`config.mk`:
```
export PLATFORM = sky130hd
export DESIGN_NAME = gpr_file_mp
export DESIGN_NICKNAME = d
export VERILOG_FILES = /design/src/rtl/gpr_file_mp.sv
export SDC_FILE = /design/constraint.sdc
export NUM_CORES = 1
export LEC_CHECK = 0
export CAP_MARGIN = 20
export CORE_MARGIN = 2
export CORE_UTILIZATION = 56
export DETAILED_ROUTE_END_ITERATION = 8
export PLACE_DENSITY = 0.89
export SYNTH_ARGS = -nofsm -noshare
export SYNTH_HDL_FRONTEND = slang
export SYNTH_SLANG_ARGS = --single-unit
```
`constraint.sdc`:
```
create_clock -name clk -period 6.7 [get_ports clk]
set_input_delay 1.675 -clock clk [delete_from_list [all_inputs] [get_ports clk]]
set_output_delay 1.675 -clock clk [all_outputs]
set_load 0.02 [all_outputs]
```
`src/rtl/gpr_file_mp.sv`:
```
// gpr_file_mp -- parametrised general-purpose register file (AX..DI).
//
// Eight DATA_W-bit registers with two write ports and NUM_RD registered read
// ports. Every access has a size (byte / word / dword). Writes change only
// the byte lanes they address. Reads and the address taps are taken from the
// post-write register value, so data written at an edge is visible in the
// values registered at that same edge.
//
// Ports:
//   clk                 clock
//   reset               asynchronous, active-high
//   rd_sel/rd_size[i]   read select / size (00 byte, 01 word, 10 dword, 11 = word)
//   rd_val[i]           registered read data, zero-extended
//   wr_en/wr_sel/wr_size/wr_val[p]  write port p (0..1); port 1 wins on shared lanes
//   si, di, bp, bx      registered low 16 bits of registers 6, 7, 5, 3
module gpr_file_mp #(
  parameter int          DATA_W   = 16,
  parameter int          NUM_RD   = 2,
  parameter logic [15:0] SP_RESET = 16'h0000
) (
  input  logic              clk,
  input  logic              reset,
  input  logic [2:0]        rd_sel  [NUM_RD],
  input  logic [1:0]        rd_size [NUM_RD],
  output logic [DATA_W-1:0] rd_val  [NUM_RD],
  input  logic              wr_en   [2],
  input  logic [2:0]        wr_sel  [2],
  input  logic [1:0]        wr_size [2],
  input  logic [DATA_W-1:0] wr_val  [2],
  output logic [15:0]       si,
  output logic [15:0]       di,
  output logic [15:0]       bp,
  output logic [15:0]       bx
);

  localparam int         NLANE    = DATA_W / 8;
  localparam logic [1:0] SZ_BYTE  = 2'b00;
  localparam logic [1:0] SZ_DWORD = 2'b10;

  logic [DATA_W-1:0] regs     [8];
  logic [DATA_W-1:0] regs_nxt [8];
  logic [DATA_W-1:0] rd_nxt   [NUM_RD];

  // Per-port decoded write: target register, lane mask, lane-aligned data.
  logic [2:0]        wr_idx   [2];
  logic [NLANE-1:0]  wr_lanes [2];
  logic [DATA_W-1:0] wr_data  [2];

  always_comb begin
    for (int p = 0; p < 2; p++) begin
      // NOTE: every signal written here gets a default first, so no path
      // through the size decode can leave one unassigned and infer a latch.
      wr_idx[p]   = wr_sel[p];
      wr_lanes[p] = '0;
      wr_data[p]  = '0;
      if (wr_size[p] == SZ_BYTE) begin
        // Byte: sel[2] picks the high byte (AH..BH) of register sel[1:0].
        // The byte is placed on both low lanes; the mask picks the one used.
        wr_idx[p]        = {1'b0, wr_sel[p][1:0]};
        wr_data[p][7:0]  = wr_val[p][7:0];
        wr_data[p][15:8] = wr_val[p][7:0];
        if (wr_sel[p][2]) wr_lanes[p][1] = 1'b1;
        else              wr_lanes[p][0] = 1'b1;
      end else if (wr_size[p] == SZ_DWORD && DATA_W == 32) begin
        wr_lanes[p] = '1;
        wr_data[p]  = wr_val[p];
      end else begin
        // Word, reserved size 11, and dword on a 16-bit file.
        wr_lanes[p][1:0] = 2'b11;
        wr_data[p][15:0] = wr_val[p][15:0];
      end
      if (!wr_en[p]) wr_lanes[p] = '0;
    end
  end

  // Lane merge: port 0 applied first, then port 1, so port 1 owns any lane
  // both ports touch while disjoint lanes from both ports survive.
  always_comb begin
    for (int r = 0; r < 8; r++) begin
      regs_nxt[r] = regs[r];
      for (int p = 0; p < 2; p++) begin
        if (wr_idx[p] == 3'(r)) begin
          for (int l = 0; l < NLANE; l++) begin
            if (wr_lanes[p][l]) regs_nxt[r][l*8 +: 8] = wr_data[p][l*8 +: 8];
          end
        end
      end
    end
  end

  // Read muxes see the merged post-write value (write-first, lane-exact).
  always_comb begin
    for (int i = 0; i < NUM_RD; i++) begin
      rd_nxt[i] = '0;
      if (rd_size[i] == SZ_BYTE) begin
        if (rd_sel[i][2]) rd_nxt[i][7:0] = regs_nxt[{1'b0, rd_sel[i][1:0]}][15:8];
        else              rd_nxt[i][7:0] = regs_nxt[{1'b0, rd_sel[i][1:0]}][7:0];
      end else if (rd_size[i] == SZ_DWORD && DATA_W == 32) begin
        rd_nxt[i] = regs_nxt[rd_sel[i]];
      end else begin
        rd_nxt[i][15:0] = regs_nxt[rd_sel[i]][15:0];
      end
    end
  end

  // NOTE: the register array is reset like any other flop because software
  // relies on AX..DI being 0 (and SP preset) out of reset; it is small enough
  // to live in flops rather than a RAM macro.
  always_ff @(posedge clk or posedge reset) begin
    if (reset) begin
      for (int r = 0; r < 8; r++) begin
        regs[r] <= (r == 4) ? DATA_W'(SP_RESET) : '0;
      end
      for (int i = 0; i < NUM_RD; i++) begin
        rd_val[i] <= '0;
      end
      si <= '0;
      di <= '0;
      bp <= '0;
      bx <= '0;
    end else begin
      // NOTE: non-blocking assignments throughout, so every flop updates from
      // the pre-edge values regardless of statement order.
      for (int r = 0; r < 8; r++) begin
        regs[r] <= regs_nxt[r];
      end
      for (int i = 0; i < NUM_RD; i++) begin
        rd_val[i] <= rd_nxt[i];
      end
      si <= regs_nxt[6][15:0];
      di <= regs_nxt[7][15:0];
      bp <= regs_nxt[5][15:0];
      bx <= regs_nxt[3][15:0];
    end
  end

endmodule

```
### Word level (Yosys, flattened, before mapping)

Index checks and enable logic that the tools add are counted.

* bits in registers: 160
* input bits: 56
* output and inout port bits: 96

* $lt $le $gt $ge: 4
* eq/ne operators: 14
* mux-type cells: 78
* bitwise operators: 4
* reduce and logical (&&, ||, !) cells: 6

Operators with widths (number)
* two-way mux 16 bit: 26
* two-way mux 8 bit: 38
* binary-select mux 16 bit (select 3 bit): 4
* equality test 3 bit (second input constant): 8
* >= comparator 4 bit (second input constant): 4
* equality test 3 x 2 -> 1 bit (second input constant): 4
* logical NOT 2 bit: 4
* two-way mux 2 bit: 4
* NOT 2 -> 4 bit: 2
* NOT 3 -> 4 bit: 2
* equality test 3 x 1 -> 1 bit (second input constant): 2
* logical NOT 3 bit: 2
* two-way mux 3 bit: 2
* two-way mux 1 bit: 4

### Depth between registers and ports, before layout

* word-level depth: 12
* depth in mapped cells: 10
* mapped depth without buffers: 7

### Worst setup path before layout

No wires, ideal clock.

* kind: in2reg
* from: input port wr_sel[3] (netlist name)
* to: register rd_val[20] (netlist name)
* library setup time: 0.126 ns
* arrival time: 3.509 ns
* data required time: 6.574 ns
* setup slack: 3.065 ns
* stages on the path: 9
* path buffers: 2
* cell sequence: buf_2 > nor4b_1 > buf_2 > mux2_2 > mux2i_1 > nor2_1 > a211oi_1 > a211oi_1 > a311o_1

RTL lines
* start, declared: line 27 `input logic [2:0] wr_sel [2],`
* end signal, assigned by index: line 128 `rd_val[i] <= rd_nxt[i];`
* end, declared: line 25 `output logic [DATA_W-1:0] rd_val [NUM_RD],`

==> metrics <==
status finished clean; clk slew on worst S/H paths 0.07 ns; Die W 140 um; Worst EP required 7.01 ns; Post-Synth Simple-Gate Area 0.177; Compound-Gate Fraction of Synth Area 0.234; port buffer count 151; Root Driver clkbuf_16; Vias 10.6k; Yosys top cell area share 0.388; # diodes 0; worst skew pair latency 0.45 ns; Mean Syn Cell Area 8.70 um^2; die height 140 um; multiplexer share of the synthesized area 0.0979; postcts setup bufs 0; Starting Density 0.572; syn_nets 1241; cts repair resizes 0; setup violators final 0; post-synthesis sequential area ratio 0.388; main combinational cell family by area after synthesis compound AO/OA/AOI/OAI gates; Pre-Repair DR Iteration Count 7; initial antenna violation count 0; first-pass GRT wire length 61.1 mm; pin count of the biggest net entering global routing 64; clock skew 0.0123 ns; worst setup path start wr_size[1]; Lkg Pwr 0.00494 uW; H-tree levels 4; Synth Register Bits 160; RSZ-0062 raised after global routing false; EDFF count, synth 0; r2r startpoint regs[92]; Core ar. 0.0180 mm^2; Detailed Place HPWL 28.4 mm; ANT nets after route 0; Die ar. 0.0195 mm^2; Netlist cell types 70; count leader, synth dfrtp_1; area leader, netlist dfrtp_1; gr usage total 0.416; Vias/cell 7.25; crit end category register; HP Class register to register; Fin Setup TNS 0 ns; CP endpoint rd_val[30]; Max Cap Violations 0; Max clock buf depth 2; yosys warns 0; flop2flop setup slack 4.76 ns; Least-Margin Pin Slew 1.18 ns; CP max FO 14; Slew HR 0.214; Max Fclk 0.202 GHz; Post-synth top cells 160 x dfrtp_1, 156 x nand2_1, 122 x nor2_1; CTS tree done; area of the mapped netlist 0.0103 mm^2; Post-synth ARST share 1.00; CTS Hold Bufs 0; Synth area leaders dfrtp_1 39%, nand2_1 5.7%, buf_4 4.7%; layout cells sized above 1 0.0993; I/O pin count 152; Setup CP Type input pin to register; Final Max Slew Viols 0; vias in the first global route 9941; post-synthesis xor/xnor area fraction 0; Worst Reg-to-Reg Cells 4; # clock sinks 160; 1st-iter DRT viols 2218; CTS Buf Count 17; ys flop type dfrtp_1; PwrDens 308 mW/mm^2; wire per inst 27.9 um; final wirelength 40.7 mm; Layout area overhead 16.2%; fin crit share 0.740; adder-cell share of the synthesized area 0; Util after Layout 0.665; Placer Congestion 1.02; Overflow after GRT 0; WP data arrival 5.26 ns; net count reported at finish 1272; Remaining DRCs 0; fin crit period 4.96 ns; Final Hold Vio Count 0; Worst Setup Start Kind input pin; Worst VDD drop 203 uV; cell count after synthesis 1185; Std-Cell Rows 49; r2r endpoint rd_val[20]
==> where the power goes <==
group | internal (uW) | switching (uW) | total (uW) | leakage (uW)
registers | 1190 | 119 | 1310 | 0.00188
logic | 552 | 808 | 1360 | 0.00277
clock network | 559 | 458 | 1020 | 0.000284
==> layout make-up <==
type	count	area, um^2
fill	1474	6050
multi-input combinational	823	5270
clock buffer	17	425
tap	229	287
clock inverter	15	169
sequential	160	4000
timing repair buffer	170	1660
inverter	44	170
==> cell usage in the layout (no fill, tap or decap), types with 10 or more instances in the layout <==
| cell type | count |
|---|---|
| a22o_1 | 10 |
| a22oi_1 | 14 |
| inv_1 | 40 |
| buf_4 | 18 |
| mux4_2 | 17 |
| clkbuf_16 | 17 |
| nor2_1 | 122 |
| o22ai_1 | 29 |
| o21ai_1 | 18 |
| o21ai_0 | 28 |
| mux2i_1 | 48 |
| a211oi_1 | 14 |
| a21oi_1 | 80 |
| clkdlybuf4s50_1 | 151 |
| nand2b_1 | 10 |
| nand3_1 | 31 |
| dfrtp_1 | 160 |
| o211ai_1 | 13 |
| a31oi_1 | 41 |
| nand2_1 | 156 |
| o221ai_1 | 21 |
| nor3_1 | 15 |
==> metal layers <==
metal / track usage / wire (um) / up-vias
met4: 0.214 / 2740 / 0
met2: 0.599 / 17000 / 1067
met3: 0.141 / 6570 / 251
met1: 0.559 / 14400 / 4951
met5: 0 / 0 / -
li1: - / - / 4308
==> metrics by stage <==
stage	cells	setup slack, ns	hold WS [ns]	area [um^2]	power, uW
global placement	1425	1.70	0.555	11400	2590
global route	1458	1.75	0.611	12000	3790
floorplan	1185	0.705	0.511	10300	2180
finish	1458	1.74	0.588	12000	3680
CTS	1457	1.94	0.576	12000	3620
detailed placement	1425	1.50	0.558	11400	2620
==> kinds of logic (layout without fill, tap and decap cells) <==
logic type | after synthesis | count (layout)
AOI/OAI and AO/OA | 347 | 347
buffers and inverters | 202 | 246
DFF | 160 | 160
and+or+nand+nor | 398 | 398
muxes | 78 | 78
==> sequential cells by signal, summed over array words and instances, names as in the netlist <==
| register | cells |
|---|---|
| rd_val | 32 |
| regs | 128 |
==> worst max-delay path: stages <==
cell and delay (ns):
clkdlybuf4s50_1 0.68, nor2_1 0.97, mux2i_1 0.49, o22ai_1 0.59
mux2i_1 0.19, or3_1 0.34, a41oi_1 0.34
==> worst min path at each step <==
| stage | startpoint | end | cells after the start |
|---|---|---|---|
| after global placement | regs[51] | regs[51] | 2 |
| after CTS | regs[63] | regs[63] | 2 |
| after detailed placement | regs[106] | regs[106] | 2 |
| after global routing | regs[51] | regs[51] | 2 |
| after floorplan | regs[109] | regs[109] | 2 |
| final | regs[63] | regs[63] | 2 |
(Power assumes the default switching activity.)
